**config.mk**
```make
export PLATFORM = sky130hd
export DESIGN_NAME = lc3_pipeline_ctrl
export DESIGN_NICKNAME = d
export VERILOG_FILES = /design/src/rtl/lc3_pipeline_ctrl.sv
export SDC_FILE = /design/constraint.sdc
export NUM_CORES = 1
export LEC_CHECK = 0
export ABC_AREA = 1
export ABC_CLOCK_PERIOD_IN_PS = 1600
export BUFFER_PORTS_ARGS = -buffer_cell sky130_fd_sc_hd__buf_4
export CORE_MARGIN = 1
export CORE_UTILIZATION = 40
export DETAILED_ROUTE_END_ITERATION = 12
export PLACE_DENSITY = 0.88
export SLEW_MARGIN = 40
export SYNTH_ARGS = -nofsm -noshare
export SYNTH_HDL_FRONTEND = slang
export SYNTH_SLANG_ARGS = --single-unit
```
**constraint.sdc**
```tcl
create_clock -name clock -period 1.6 [get_ports clock]
set_input_delay 0.08 -clock clock [delete_from_list [all_inputs] [get_ports clock]]
set_output_delay 0.08 -clock clock [all_outputs]
set_load 0.1 [all_outputs]
```
**src/rtl/lc3_pipeline_ctrl.sv**
```systemverilog
// ---------------------------------------------------------------------------
// lc3_pipeline_ctrl
//
// Central sequencer for the LC3 pipeline (Fetch, Decode, Execute, Writeback
// plus a Memory access state machine). It produces the per-stage enables,
// the branch-taken PC select and the ALU bypass selects.
//
// Ports
//   clock            : system clock, rising edge
//   reset_n          : asynchronous active-low reset
//   complete_instr   : instruction memory returned valid IMem_dout this cycle
//   complete_data    : data memory access finished this cycle
//   IMem_dout[15:0]  : instruction currently being fetched
//   IR[15:0]         : instruction held in decode
//   IR_Exec[15:0]    : instruction held in execute
//   NZP[2:0]         : current condition codes
//   enable_updatePC  : PC register load enable
//   enable_fetch     : fetch stage enable
//   enable_decode    : decode stage enable (qualifies decode outputs)
//   enable_execute   : execute stage enable
//   enable_writeback : writeback enable
//   br_taken         : PC loads branch/jump target
//   mem_state[1:0]   : memory FSM state, 0 read, 1 indirect, 2 write, 3 idle
//   bypass_alu_1/2   : execute src1/src2 taken from the ALU result
//
// Handshake: the memory side has no ready/valid pair. complete_instr and
// complete_data are single-cycle "done" strobes sampled on the rising edge;
// a memory state is left on the edge that samples complete_data = 1, and
// enable_updatePC only loads on edges following a cycle with complete_instr.
// ---------------------------------------------------------------------------
module lc3_pipeline_ctrl #(
    parameter int FILL_DEPTH = 3,
    parameter int CTRL_STALL = 3
) (
    input  logic        clock,
    input  logic        reset_n,
    input  logic        complete_instr,
    input  logic        complete_data,
    input  logic [15:0] IMem_dout,
    input  logic [15:0] IR,
    input  logic [15:0] IR_Exec,
    input  logic [2:0]  NZP,
    output logic        enable_updatePC,
    output logic        enable_fetch,
    output logic        enable_decode,
    output logic        enable_execute,
    output logic        enable_writeback,
    output logic        br_taken,
    output logic [1:0]  mem_state,
    output logic        bypass_alu_1,
    output logic        bypass_alu_2
);

    localparam logic [3:0] OP_BR  = 4'b0000;
    localparam logic [3:0] OP_ADD = 4'b0001;
    localparam logic [3:0] OP_LD  = 4'b0010;
    localparam logic [3:0] OP_ST  = 4'b0011;
    localparam logic [3:0] OP_AND = 4'b0101;
    localparam logic [3:0] OP_LDR = 4'b0110;
    localparam logic [3:0] OP_STR = 4'b0111;
    localparam logic [3:0] OP_NOT = 4'b1001;
    localparam logic [3:0] OP_LDI = 4'b1010;
    localparam logic [3:0] OP_STI = 4'b1011;
    localparam logic [3:0] OP_JMP = 4'b1100;
    localparam logic [3:0] OP_LEA = 4'b1110;

    localparam logic [1:0] MEM_RD   = 2'd0;
    localparam logic [1:0] MEM_IND  = 2'd1;
    localparam logic [1:0] MEM_WR   = 2'd2;
    localparam logic [1:0] MEM_IDLE = 2'd3;

    localparam int SW = (CTRL_STALL < 2) ? 1 : $clog2(CTRL_STALL + 1);
    localparam logic [SW-1:0] STALL_LOAD = SW'(CTRL_STALL);
    localparam logic [1:0]    FILL_WB    = 2'(FILL_DEPTH);
    localparam logic [1:0]    FILL_EX    = 2'(FILL_DEPTH - 1);
    localparam logic [1:0]    FILL_DE    = 2'(FILL_DEPTH - 2);

    function automatic logic is_alu(input logic [3:0] op);
        return (op == OP_ADD) || (op == OP_AND) || (op == OP_NOT) || (op == OP_LEA);
    endfunction

    logic [3:0] fetch_op, dec_op, exec_op;
    assign fetch_op = IMem_dout[15:12];
    assign dec_op   = IR[15:12];
    assign exec_op  = IR_Exec[15:12];

    // Registered state
    logic [1:0]    mem_next;
    logic          ind_store, ind_store_next;   // indirect access ends in a write (STI)
    logic          mem_retire;                  // memory FSM returned to idle last edge
    logic [1:0]    fill_cnt, fill_next;
    logic [SW-1:0] stall_cnt, stall_next;
    logic          upd_q;
    logic          upd_next, fetch_next, decode_next, execute_next, wb_next;
    logic          mem_stall_next, ctrl_detect;
    logic          byp1_next, byp2_next;

    // ------------------------------------------------------------------
    // State register
    // ------------------------------------------------------------------
    always_ff @(posedge clock or negedge reset_n) begin
        if (!reset_n) begin
            mem_state        <= MEM_IDLE;
            ind_store        <= 1'b0;
            mem_retire       <= 1'b0;
            fill_cnt         <= 2'd0;
            stall_cnt        <= '0;
            upd_q            <= 1'b0;
            enable_fetch     <= 1'b0;
            enable_decode    <= 1'b0;
            enable_execute   <= 1'b0;
            enable_writeback <= 1'b0;
            bypass_alu_1     <= 1'b0;
            bypass_alu_2     <= 1'b0;
        end else begin
            mem_state        <= mem_next;
            ind_store        <= ind_store_next;
            mem_retire       <= (mem_state != MEM_IDLE) && (mem_next == MEM_IDLE);
            fill_cnt         <= fill_next;
            stall_cnt        <= stall_next;
            upd_q            <= upd_next;
            enable_fetch     <= fetch_next;
            enable_decode    <= decode_next;
            enable_execute   <= execute_next;
            enable_writeback <= wb_next;
            if (enable_decode) begin
                bypass_alu_1 <= byp1_next;
                bypass_alu_2 <= byp2_next;
            end
        end
    end

    // ------------------------------------------------------------------
    // Memory FSM next state
    // ------------------------------------------------------------------
    always_comb begin
        mem_next       = mem_state;
        ind_store_next = ind_store;
        case (mem_state)
            MEM_IDLE: begin
                // While stalled the execute stage holds IR_Exec, so the
                // instruction that just finished is still visible on the
                // cycle after retiring; mem_retire keeps it from re-entering.
                if (enable_execute && !mem_retire) begin
                    case (exec_op)
                        OP_LD, OP_LDR: mem_next = MEM_RD;
                        OP_ST, OP_STR: mem_next = MEM_WR;
                        OP_LDI: begin
                            mem_next       = MEM_IND;
                            ind_store_next = 1'b0;
                        end
                        OP_STI: begin
                            mem_next       = MEM_IND;
                            ind_store_next = 1'b1;
                        end
                        default: mem_next = MEM_IDLE;
                    endcase
                end
            end
            MEM_IND: begin
                if (complete_data) mem_next = ind_store ? MEM_WR : MEM_RD;
            end
            MEM_RD, MEM_WR: begin
                if (complete_data) mem_next = MEM_IDLE;
            end
        endcase
    end

    // ------------------------------------------------------------------
    // Outputs: next values of the registered enables plus br_taken
    // ------------------------------------------------------------------
    always_comb begin
        mem_stall_next = (mem_next != MEM_IDLE);
        fill_next      = (fill_cnt >= FILL_WB) ? fill_cnt : fill_cnt + 2'd1;

        // A control fetch is ignored during a memory stall and loses to a
        // memory entry in the same cycle.
        ctrl_detect = enable_fetch && complete_instr &&
                      ((fetch_op == OP_BR) || (fetch_op == OP_JMP)) &&
                      (mem_state == MEM_IDLE) && !mem_stall_next;

        stall_next = stall_cnt;
        if (ctrl_detect)
            stall_next = STALL_LOAD;
        else if ((stall_cnt != '0) && (mem_state == MEM_IDLE))
            stall_next = stall_cnt - 1'b1;

        fetch_next   = !mem_stall_next && (stall_next == '0);
        // The very first PC load after reset does not wait for instruction memory.
        upd_next     = fetch_next && (complete_instr || (fill_cnt == 2'd0));
        decode_next  = !mem_stall_next && (fill_cnt >= FILL_DE);
        execute_next = !mem_stall_next && (fill_cnt >= FILL_EX);
        // Writeback follows a completed read; a completed store writes nothing back.
        wb_next      = !mem_stall_next && (fill_cnt >= FILL_WB) && (mem_state != MEM_WR);

        byp1_next = is_alu(exec_op) &&
                    ((dec_op == OP_ADD) || (dec_op == OP_AND) || (dec_op == OP_NOT) ||
                     (dec_op == OP_STR) || (dec_op == OP_LDR) || (dec_op == OP_JMP)) &&
                    (IR_Exec[11:9] == IR[8:6]);
        byp2_next = is_alu(exec_op) &&
                    ((dec_op == OP_ADD) || (dec_op == OP_AND)) && !IR[5] &&
                    (IR_Exec[11:9] == IR[2:0]);

        // enable_execute is only high while the memory FSM is idle, so a
        // memory stall always overrides the branch PC update.
        br_taken = enable_execute &&
                   ((exec_op == OP_JMP) ||
                    ((exec_op == OP_BR) && ((IR_Exec[11:9] & NZP) != 3'b000)));
        // The target load happens in the execute cycle itself, overriding
        // the control-stall hold on the PC.
        enable_updatePC = upd_q || br_taken;
    end

    logic unused_bits;
    assign unused_bits = ^{IMem_dout[11:0], IR[11:9], IR[4:3], IR_Exec[8:0]};

endmodule

```
; Word-level counts from Yosys, hierarchy flattened
; Cells that the tools add are included.
; Widths: inputs -> output; s select.
[op_classes]
order_cmp = 3
bitwise_logic = 1
reduce_logical = 48
mux = 9
eq_ne = 27
n_addsub = 2
[op_table]
columns = op, n
row1 = $eq 4x4->1 const B, 8
row2 = $eq 4x3->1 const B, 6
row3 = $logic_and 1x1->1, 20
row4 = $logic_or 1x1->1, 12
row5 = $mux 2, 6
row6 = $pmux 2 s3, 2
row7 = $eq 4x1->1 const B, 2
row8 = $eq 4x2->1 const B, 2
row9 = $logic_not 4->1, 2
row10 = $reduce_or 2->1, 4
row11 = $eq 2x2->1 const B, 3
row12 = $eq 3x3->1, 2
row13 = $logic_not 2->1, 3
row14 = $ne 2x2->1 const B, 3
row15 = $ge 2x2->1 const B, 2
row16 = $reduce_bool 2->1, 2
row17 = $and 3x3->3, 1
row18 = $logic_not 1->1, 3
row19 = $reduce_and 3->1, 1
row20 = $reduce_bool 3->1, 1
row21 = $add 2x1->2 const B, 1
row22 = $eq 2x1->1 const B, 1
row23 = $ge 2x1->1 const B, 1
row24 = $pmux 1 s2, 1
row25 = $sub 2x1->2 const B, 1
[word_totals]
regBits = 15
elab_cells = 102

; Depth between registers and ports, before layout
; Gate-level depths: netlist (run 1).
[depth]
depth_word = 12
ltp_mapped = 9
ltp_nobuf = 9

; Worst setup path after synthesis (run 1)
; OpenSTA, ideal clock, no wires.
[synth_path]
path_type = reg2out
startpoint = register enable_execute
endpoint = output port enable_updatePC
required_time_ns = 1.520
setup_slack_ns = -0.752
path_buffers = 0
arrival_time_ns = 2.272
path_stages_with_launch = 4
path_cell_list = dfrtp_1 nand3_1 inv_1 or2_2
[synth_via]
elab_chain_len = 2
[synth_lines]
columns = element, line
row1 = start: declaration, 46  ; output logic enable_execute,
row2 = start signal: assignment, 124  ; enable_execute <= execute_next;
row3 = $logic_and 1x1->1, 206  ; br_taken = enable_execute &&
row4 = net br_taken, 48  ; output logic br_taken,
row5 = $logic_or 1x1->1, 211  ; enable_updatePC = upd_q || br_taken;
row6 = end: declaration, 43  ; output logic enable_updatePC,
; The timed path passes the listed nets, and every way through them passes these cells.

; Worst setup path after layout (run 1)
[layout_path]
startpoint = register mem_state[0]
endpoint = register upd_q
[layout_via]
elab_chain_len = 10
elab_cells_between_ends = 19
cone_classes = eq/ne (4) / mux (6) / reduce/logical (9)
[layout_lines]
columns = element, line
row1 = start: declaration, 49  ; output logic [1:0] mem_state,
row2 = start signal: assignment, 116  ; mem_state <= mem_next;
row3 = $eq 2x2->1 or $logic_not 2->1 (tied branches), 139  ; case (mem_state)
row4 = $reduce_or 2->1, 139
row5 = $pmux 2 s3, 139
row6 = $ne 2x2->1, 173  ; mem_stall_next = (mem_next != MEM_IDLE);
row7 = $logic_not 1->1, 180  ; (mem_state == MEM_IDLE) && !mem_stall_next;
row8 = $logic_and 1x1->1, 180
row9 = $mux 2 (*), 183  ; if (ctrl_detect)
row10 = net stall_next[0], 92  ; logic [SW-1:0] stall_cnt, stall_next;
row11 = $logic_not 2->1 (*), 188  ; fetch_next = !mem_stall_next && (stall_next == '0);
row12 = $logic_and 1x1->1 (*), 188
row13 = $logic_and 1x1->1 (*), 190  ; upd_next = fetch_next && (complete_instr || (fill_cnt == 2'd0));
row14 = net upd_next, 94  ; logic upd_next, fetch_next, decode_next, execute_next, wb_next;
row15 = end signal: assignment, 121  ; upd_q <= upd_next;
row16 = end: declaration, 93  ; logic upd_q;
; The timed path passes the listed nets; every way through them passes the cells marked *.
; A chain may end at the register's enable or synchronous reset.

==> impl_metrics.env, run 1 <==
export IMPL_die_w_um=50.2
export IMPL_final_max_slew_violation_count=0
export IMPL_critPathKind="reg2reg"
export IMPL_die_area_um2=2520
export IMPL_flow_area_growth_from_synthesis_pct=40.9
export IMPL_ys_seq_elements=15
export IMPL_syn_mean_instance_area_um2=7.45
export IMPL_place_congestion=0.817
export IMPL_first_pass_grt_wire_length_um=3570
export IMPL_stdcell_count=196
export IMPL_status="complete, no violations"
export IMPL_hpwlAfterDp_um=1730
export IMPL_cp_arrival_ps=1710
export IMPL_setup_total_negative_slack_ps=0
export IMPL_global_route_overflow_total=0
export IMPL_drc=0
export IMPL_synth_yosys_warnings=0
export IMPL_grt_pass1_vias=929
export IMPL_clock_insertion_delay_worst_skew_ps=290
export IMPL_floorplan_core_area_um2=2210
export IMPL_synth_net_count=184
export IMPL_timing_hold_violations_final=0
export IMPL_detailedPlace_worstSlack_ps=100
export IMPL_finish_net_count=228
export IMPL_post_route_period_util_pct=95.6
export IMPL_seq_area_frac_synth_pct=40.6
export IMPL_timing_max_slew_rel_slack_pct=80.0
export IMPL_clock_root_buffer="sky130_fd_sc_hd__clkbuf_4"
export IMPL_nFillCells=203
export IMPL_timing_final_crit_period_ps=1530
export IMPL_post_synth_num_cell_types=24
export IMPL_largest_clock_skew_in_the_final_design_ps=0.695
export IMPL_numPlacedInstances=191
export IMPL_place_area_um2=1270
export IMPL_drive_above_1_share_pct=33.9
export IMPL_rsz0062_at_grt="false"
export IMPL_critPathRequiredTime_ps=1780
export IMPL_hold_class="in2reg"
export IMPL_track_usage_pct=18.8
export IMPL_ant_nets=0
export IMPL_crit_fanout=7
export IMPL_cts_htree_levels=1
export IMPL_grt_start_max_net_pins=16
export IMPL_port_buffer_count=38
export IMPL_fmax_ghz=0.654
export IMPL_boundaryPins=65
export IMPL_starting_utilization_of_the_core_area_pct=42.1
export IMPL_max_cap_violations=0
export IMPL_vias=937
export IMPL_worstSetupStartpointType="flop"
export IMPL_pwr_density_cell_nw_per_um2=1730
export IMPL_routed_via_density=4.78
export IMPL_antenna_found_initial=0
export IMPL_totalWireLength_um=2120
export IMPL_setup_violations_final=0
export IMPL_cts_setup_buffers=0
export IMPL_routedWlPerCell_um=10.8
export IMPL_setup_slack_ps=71.2
export IMPL_diodes=0
export IMPL_dr_pass1_iters=5
export IMPL_worst_slew_pin_slew_ps=299
export IMPL_row_count=17
export IMPL_worst_setup_path_end_kind="flop"
export IMPL_final_std_cell_area_no_fill_um2=1310
export IMPL_static_leakage_power_nw=0.724
export IMPL_ctsLongestPathBuffers=2
export IMPL_tritoncts_clock_tree="done"
export IMPL_power_ir_vdd_worst_uv=1430
export IMPL_cts_made_buffers=3
export IMPL_synthCells=125
export IMPL_clk_pin_slew_worst_paths_ps=80
export IMPL_drt_initial_drc_count=27
export IMPL_syn_cell_area_um2=931
export IMPL_layout_core_utilization_pct=59.3
export IMPL_clock_sinks=15
export IMPL_chipHeight_um=50.2
-- final timing paths --
path	from	endpoint	slack [ps]	cells after the start
min reg2reg	bypass_alu_2	bypass_alu_2	490	2
max reg2reg	mem_state[0]	upd_q	70	6
min in group asynchronous	reset_n	enable_fetch	170	2
max in group asynchronous	reset_n	mem_state[0]	1190	2
min	complete_data	mem_retire	20	3
max	mem_state[0]	upd_q	70	6
-- placed cells by master (no fill, tap or decap) --
master,count
sky130_fd_sc_hd__buf_4,38
sky130_fd_sc_hd__nand2_1,23
sky130_fd_sc_hd__nor2_1,23
sky130_fd_sc_hd__inv_1,20
sky130_fd_sc_hd__dfrtp_1,12
sky130_fd_sc_hd__o21ai_0,7
sky130_fd_sc_hd__nand3_1,7
sky130_fd_sc_hd__ha_1,4
sky130_fd_sc_hd__nand2_2,3
sky130_fd_sc_hd__a211oi_1,3
sky130_fd_sc_hd__clkbuf_4,3
sky130_fd_sc_hd__nor3_1,2
sky130_fd_sc_hd__or2_4,2
sky130_fd_sc_hd__xor2_1,2
sky130_fd_sc_hd__nand3_2,2
sky130_fd_sc_hd__a21oi_1,2
sky130_fd_sc_hd__dfstp_4,2
sky130_fd_sc_hd__or2_1,1
sky130_fd_sc_hd__a21oi_2,1
sky130_fd_sc_hd__clkinv_1,1
sky130_fd_sc_hd__o21ai_4,1
sky130_fd_sc_hd__clkinvlp_4,1
sky130_fd_sc_hd__nor3_2,1
sky130_fd_sc_hd__nand4_1,1
sky130_fd_sc_hd__or2_2,1
sky130_fd_sc_hd__nor4_1,1
sky130_fd_sc_hd__xnor2_1,1
sky130_fd_sc_hd__clkinv_2,1
sky130_fd_sc_hd__dfrtp_4,1
sky130_fd_sc_hd__dlygate4sd3_1,1
-- where the power goes --
group / internal (mW) / total (mW) / switching (mW)
clock network: 0.0931 / 0.214 / 0.120
logic: 0.383 / 1.43 / 1.05
registers: 0.547 / 0.630 / 0.0828
total: 1.02 / 2.27 / 1.25
-- metrics by stage --
stage,power [mW],hold slack (ps)
floorplan,1.75,-216
global placement,2.01,-62.0
detailed placement,2.05,-59.8
CTS,2.28,8.46
global route,2.39,22.8
finish,2.27,17.7
-- worst max-delay path, stage by stage, from the launching register on --
cell	delay [ps]
sky130_fd_sc_hd__dfstp_4	660
sky130_fd_sc_hd__nand2_2	70
sky130_fd_sc_hd__or2_4	260
sky130_fd_sc_hd__xor2_1	180
sky130_fd_sc_hd__clkinv_1	110
sky130_fd_sc_hd__nand2_2	100
sky130_fd_sc_hd__nor3_2	50
-- layout make-up --
| class | count | area (µm²) | share of cell area [%] |
|---|---|---|---|
| clock buffer | 3 | 22.5 | 1.72 |
| clock inverter | 1 | 5.00 | 0.382 |
| inverter | 22 | 86.3 | 6.58 |
| multi-input combinational | 88 | 478 | 36.5 |
| sequential | 15 | 389 | 29.7 |
| tap | 28 | 35.0 | 2.67 |
| timing repair buffer | 39 | 295 | 22.5 |
-- Yosys cell counts --
cell type / number / area share (%)
sky130_fd_sc_hd__nand2_1: 23 / 9.3
sky130_fd_sc_hd__nor2_1: 23 / 9.3
sky130_fd_sc_hd__inv_1: 21 / 8.5
sky130_fd_sc_hd__dfrtp_1: 13 / 35
sky130_fd_sc_hd__nand3_1: 8 / 4.3
sky130_fd_sc_hd__o21ai_0: 7 / 3.8
sky130_fd_sc_hd__ha_1: 4 / 5.4
sky130_fd_sc_hd__a211oi_1: 3 / 2.4
sky130_fd_sc_hd__nand2_2: 3 / 2.0
sky130_fd_sc_hd__a21oi_1: 2 / 1.1
sky130_fd_sc_hd__dfstp_2: 2 / 5.6
sky130_fd_sc_hd__nor3_1: 2 / 1.1
sky130_fd_sc_hd__or2_2: 2 / 1.3
sky130_fd_sc_hd__xor2_1: 2 / 1.9
sky130_fd_sc_hd__a21oi_2: 1 / 0.94
sky130_fd_sc_hd__clkinv_1: 1 / 0.40
sky130_fd_sc_hd__nand3_2: 1 / 1.1
sky130_fd_sc_hd__nand4_1: 1 / 0.67
sky130_fd_sc_hd__nor3_2: 1 / 1.1
sky130_fd_sc_hd__nor4_1: 1 / 0.67
sky130_fd_sc_hd__o21ai_4: 1 / 1.7
sky130_fd_sc_hd__or2_1: 1 / 0.67
sky130_fd_sc_hd__or2_4: 1 / 0.94
sky130_fd_sc_hd__xnor2_1: 1 / 0.94
-- repair_timing --
action                                 CTS  global route
endpoints found under the hold margin   15             0
gates resized for setup                  0             0
hold buffers                             1             0
-- per-layer routing --
layer	routed length (µm)	global-route usage [%]	share of wire (%)
met5	0	0	0
met4	38	11.9	1.8
met3	156	3.03	7.4
met2	1100	32.7	52
met1	821	21.0	39
-- state kept, by name (all words and copies together) (netlist names) --
signal            cells
bypass_alu_1          1
bypass_alu_2          1
enable_decode         1
enable_execute        1
enable_fetch          1
enable_writeback      1
fill_cnt              2
ind_store             1
mem_retire            1
mem_state             2
stall_cnt             2
upd_q                 1
-- cell families after synthesis --
kind of cell	Yosys count	synth area share, %
AOI/OAI and AO/OA	14	9.95
xor gates and xnor gates	3	2.82
adders and majority gates	4	5.38
buffers and inverters	22	8.87
DFF	15	40.6
and+or+nand+nor	67	32.4
No activity file was read; power rests on OpenSTA's default activity.
==> inputs of run 2 (changes only) <==
--- a/config.mk
+++ b/config.mk
@@ -12,6 +12,7 @@
 export CORE_UTILIZATION = 40
 export DETAILED_ROUTE_END_ITERATION = 12
 export PLACE_DENSITY = 0.88
+export SETUP_SLACK_MARGIN = 0.3
 export SLEW_MARGIN = 40
 export SYNTH_ARGS = -nofsm -noshare
 export SYNTH_HDL_FRONTEND = slang
==> run 2 against run 1 <==
Core utilization rose by 7.3 points. Highest routed layer unchanged. Clock-buffer cell count rose by 1. Global-route usage increased by 1.1 points. Register-to-register slack hardly changed. Critical endpoint unchanged. Largest cell class unchanged. Routed wire length is 19% higher.
==> impl_metrics.env, run 2 (synthesis gave the netlist of run 1 again) <==
export IMPL_row_count=17
export IMPL_timing_final_crit_period_ps=1530
export IMPL_starting_utilization_of_the_core_area_pct=42.1
export IMPL_die_w_um=50.2
export IMPL_routed_via_density=4.71
export IMPL_place_congestion=0.816
export IMPL_pwr_density_cell_nw_per_um2=1820
export IMPL_vias=956
export IMPL_hold_class="in2reg"
export IMPL_cts_htree_levels=1
export IMPL_multi_input_comb_area_um2=528
export IMPL_clock_sinks=15
export IMPL_global_route_overflow_total=0
export IMPL_worst_slew_pin_slew_ps=299
export IMPL_track_usage_pct=19.8
export IMPL_grt_pass1_vias=976
export IMPL_totalWireLength_um=2520
export IMPL_routedWlPerCell_um=12.4
export IMPL_antenna_found_initial=0
export IMPL_clock_insertion_delay_worst_skew_ps=290
export IMPL_crit_fanout=4
export IMPL_power_ir_vdd_worst_uv=1240
export IMPL_ant_nets=0
export IMPL_drc=0
export IMPL_drive_above_1_share_pct=40.6
export IMPL_rsz0062_at_grt="true"
export IMPL_setup_violations_final=0
export IMPL_cp_arrival_ps=1740
export IMPL_diodes=0
export IMPL_nFillCells=187
export IMPL_flow_area_growth_from_synthesis_pct=58.2
export IMPL_floorplan_core_area_um2=2210
export IMPL_worstSetupStartpointType="flop"
export IMPL_fmax_ghz=0.653
export IMPL_setup_total_negative_slack_ps=0
export IMPL_dr_pass1_iters=4
export IMPL_chipHeight_um=50.2
export IMPL_timing_max_slew_rel_slack_pct=80.0
export IMPL_boundaryPins=65
export IMPL_setup_slack_ps=68.1
export IMPL_max_cap_violations=0
export IMPL_cts_made_buffers=3
export IMPL_largest_clock_skew_in_the_final_design_ps=7.14
export IMPL_first_pass_grt_wire_length_um=3820
export IMPL_grt_start_max_net_pins=16
export IMPL_drt_initial_drc_count=14
export IMPL_hpwlAfterDp_um=1690
export IMPL_timing_hold_violations_final=0
export IMPL_detailedPlace_worstSlack_ps=107
export IMPL_ctsLongestPathBuffers=2
export IMPL_sequential_area_um2=390
export IMPL_critPathRequiredTime_ps=1810
export IMPL_clock_root_buffer="sky130_fd_sc_hd__clkbuf_4"
export IMPL_layout_cells_most_common_list="sky130_fd_sc_hd__buf_4, sky130_fd_sc_hd__nand2_1, sky130_fd_sc_hd__nor2_1"
export IMPL_port_buffer_count=38
export IMPL_layout_commonest_cell="sky130_fd_sc_hd__buf_4"
export IMPL_hold_worst_slack_ps=32.2
export IMPL_worst_setup_path_end_kind="flop"
export IMPL_die_area_um2=2520
export IMPL_static_leakage_power_nw=0.781
export IMPL_tritoncts_clock_tree="done"
export IMPL_finish_net_count=235
export IMPL_layout_top_registers="fill_cnt x2, mem_state x2, stall_cnt x2"
export IMPL_clk_pin_slew_worst_paths_ps=90
export IMPL_critPathKind="reg2reg"
export IMPL_status="complete, no violations"
export IMPL_final_max_slew_violation_count=0
export IMPL_post_route_period_util_pct=95.7
==> run 2: metal layers <==
metal	wire length (µm)	vias up	track usage, %
met4	24	0	9.05
li1	-	489	-
met3	141	4	3.03
met1	977	431	22.8
met2	1380	32	35.6
met5	0	-	0
==> run 2: stage by stage <==
step	cell area (µm²)	cells	utilization, %	total power [mW]
after global placement	1290	191	58.4	2.06
after detailed placement	1290	191	58.4	2.11
after floorplan	972	125	-	1.79
after global routing	1470	203	66.6	2.79
final	1470	203	66.6	2.67
after CTS	1440	203	65.0	2.59
==> run 2: final timing paths <==
kind                               startpoint      endpoint  cells past startpoint  slack [ps]
worst max-delay path             mem_state[1]         upd_q                      7          70
worst min-delay path            complete_data    mem_retire                      3          30
worst max register to register   mem_state[1]         upd_q                      7          70
worst min register to register   bypass_alu_1  bypass_alu_1                      2         490
max in group asynchronous             reset_n  mem_state[1]                      2        1190
min in group asynchronous             reset_n  stall_cnt[1]                      2         170
==> run 2: layout make-up <==
type	instances	area share, %
multi-input cells	88	35.9
repair buffers	46	27.5
flip-flops and latches	15	26.5
inverters	22	5.95
well taps	28	2.38
clock buffers	4	1.78
==> run 2: power by group <==
part | internal (mW) | switching, mW | leakage [nW]
combinational | 0.613 | 1.21 | 0.592
sequential | 0.549 | 0.0870 | 0.175
clock | 0.0969 | 0.122 | 0.0150
==> run 2: what timing repair did <==
action	4_1_cts	5_1_grt
resized for setup	12	9
endpoints found under the setup margin	10	13
hold buffers	1	0
pin swaps	1	1
buffers inserted	7	0
endpoints found under the hold margin	15	0
==> run 2: worst max-delay path: stages, from the launching register on <==
cell,delay [ps]
sky130_fd_sc_hd__dfstp_4,650
sky130_fd_sc_hd__buf_4,140
sky130_fd_sc_hd__o21ai_0,100
sky130_fd_sc_hd__o21ai_1,130
sky130_fd_sc_hd__nand2_2,130
sky130_fd_sc_hd__nand3_2,100
sky130_fd_sc_hd__nand2_2,70
sky130_fd_sc_hd__nor3_2,120
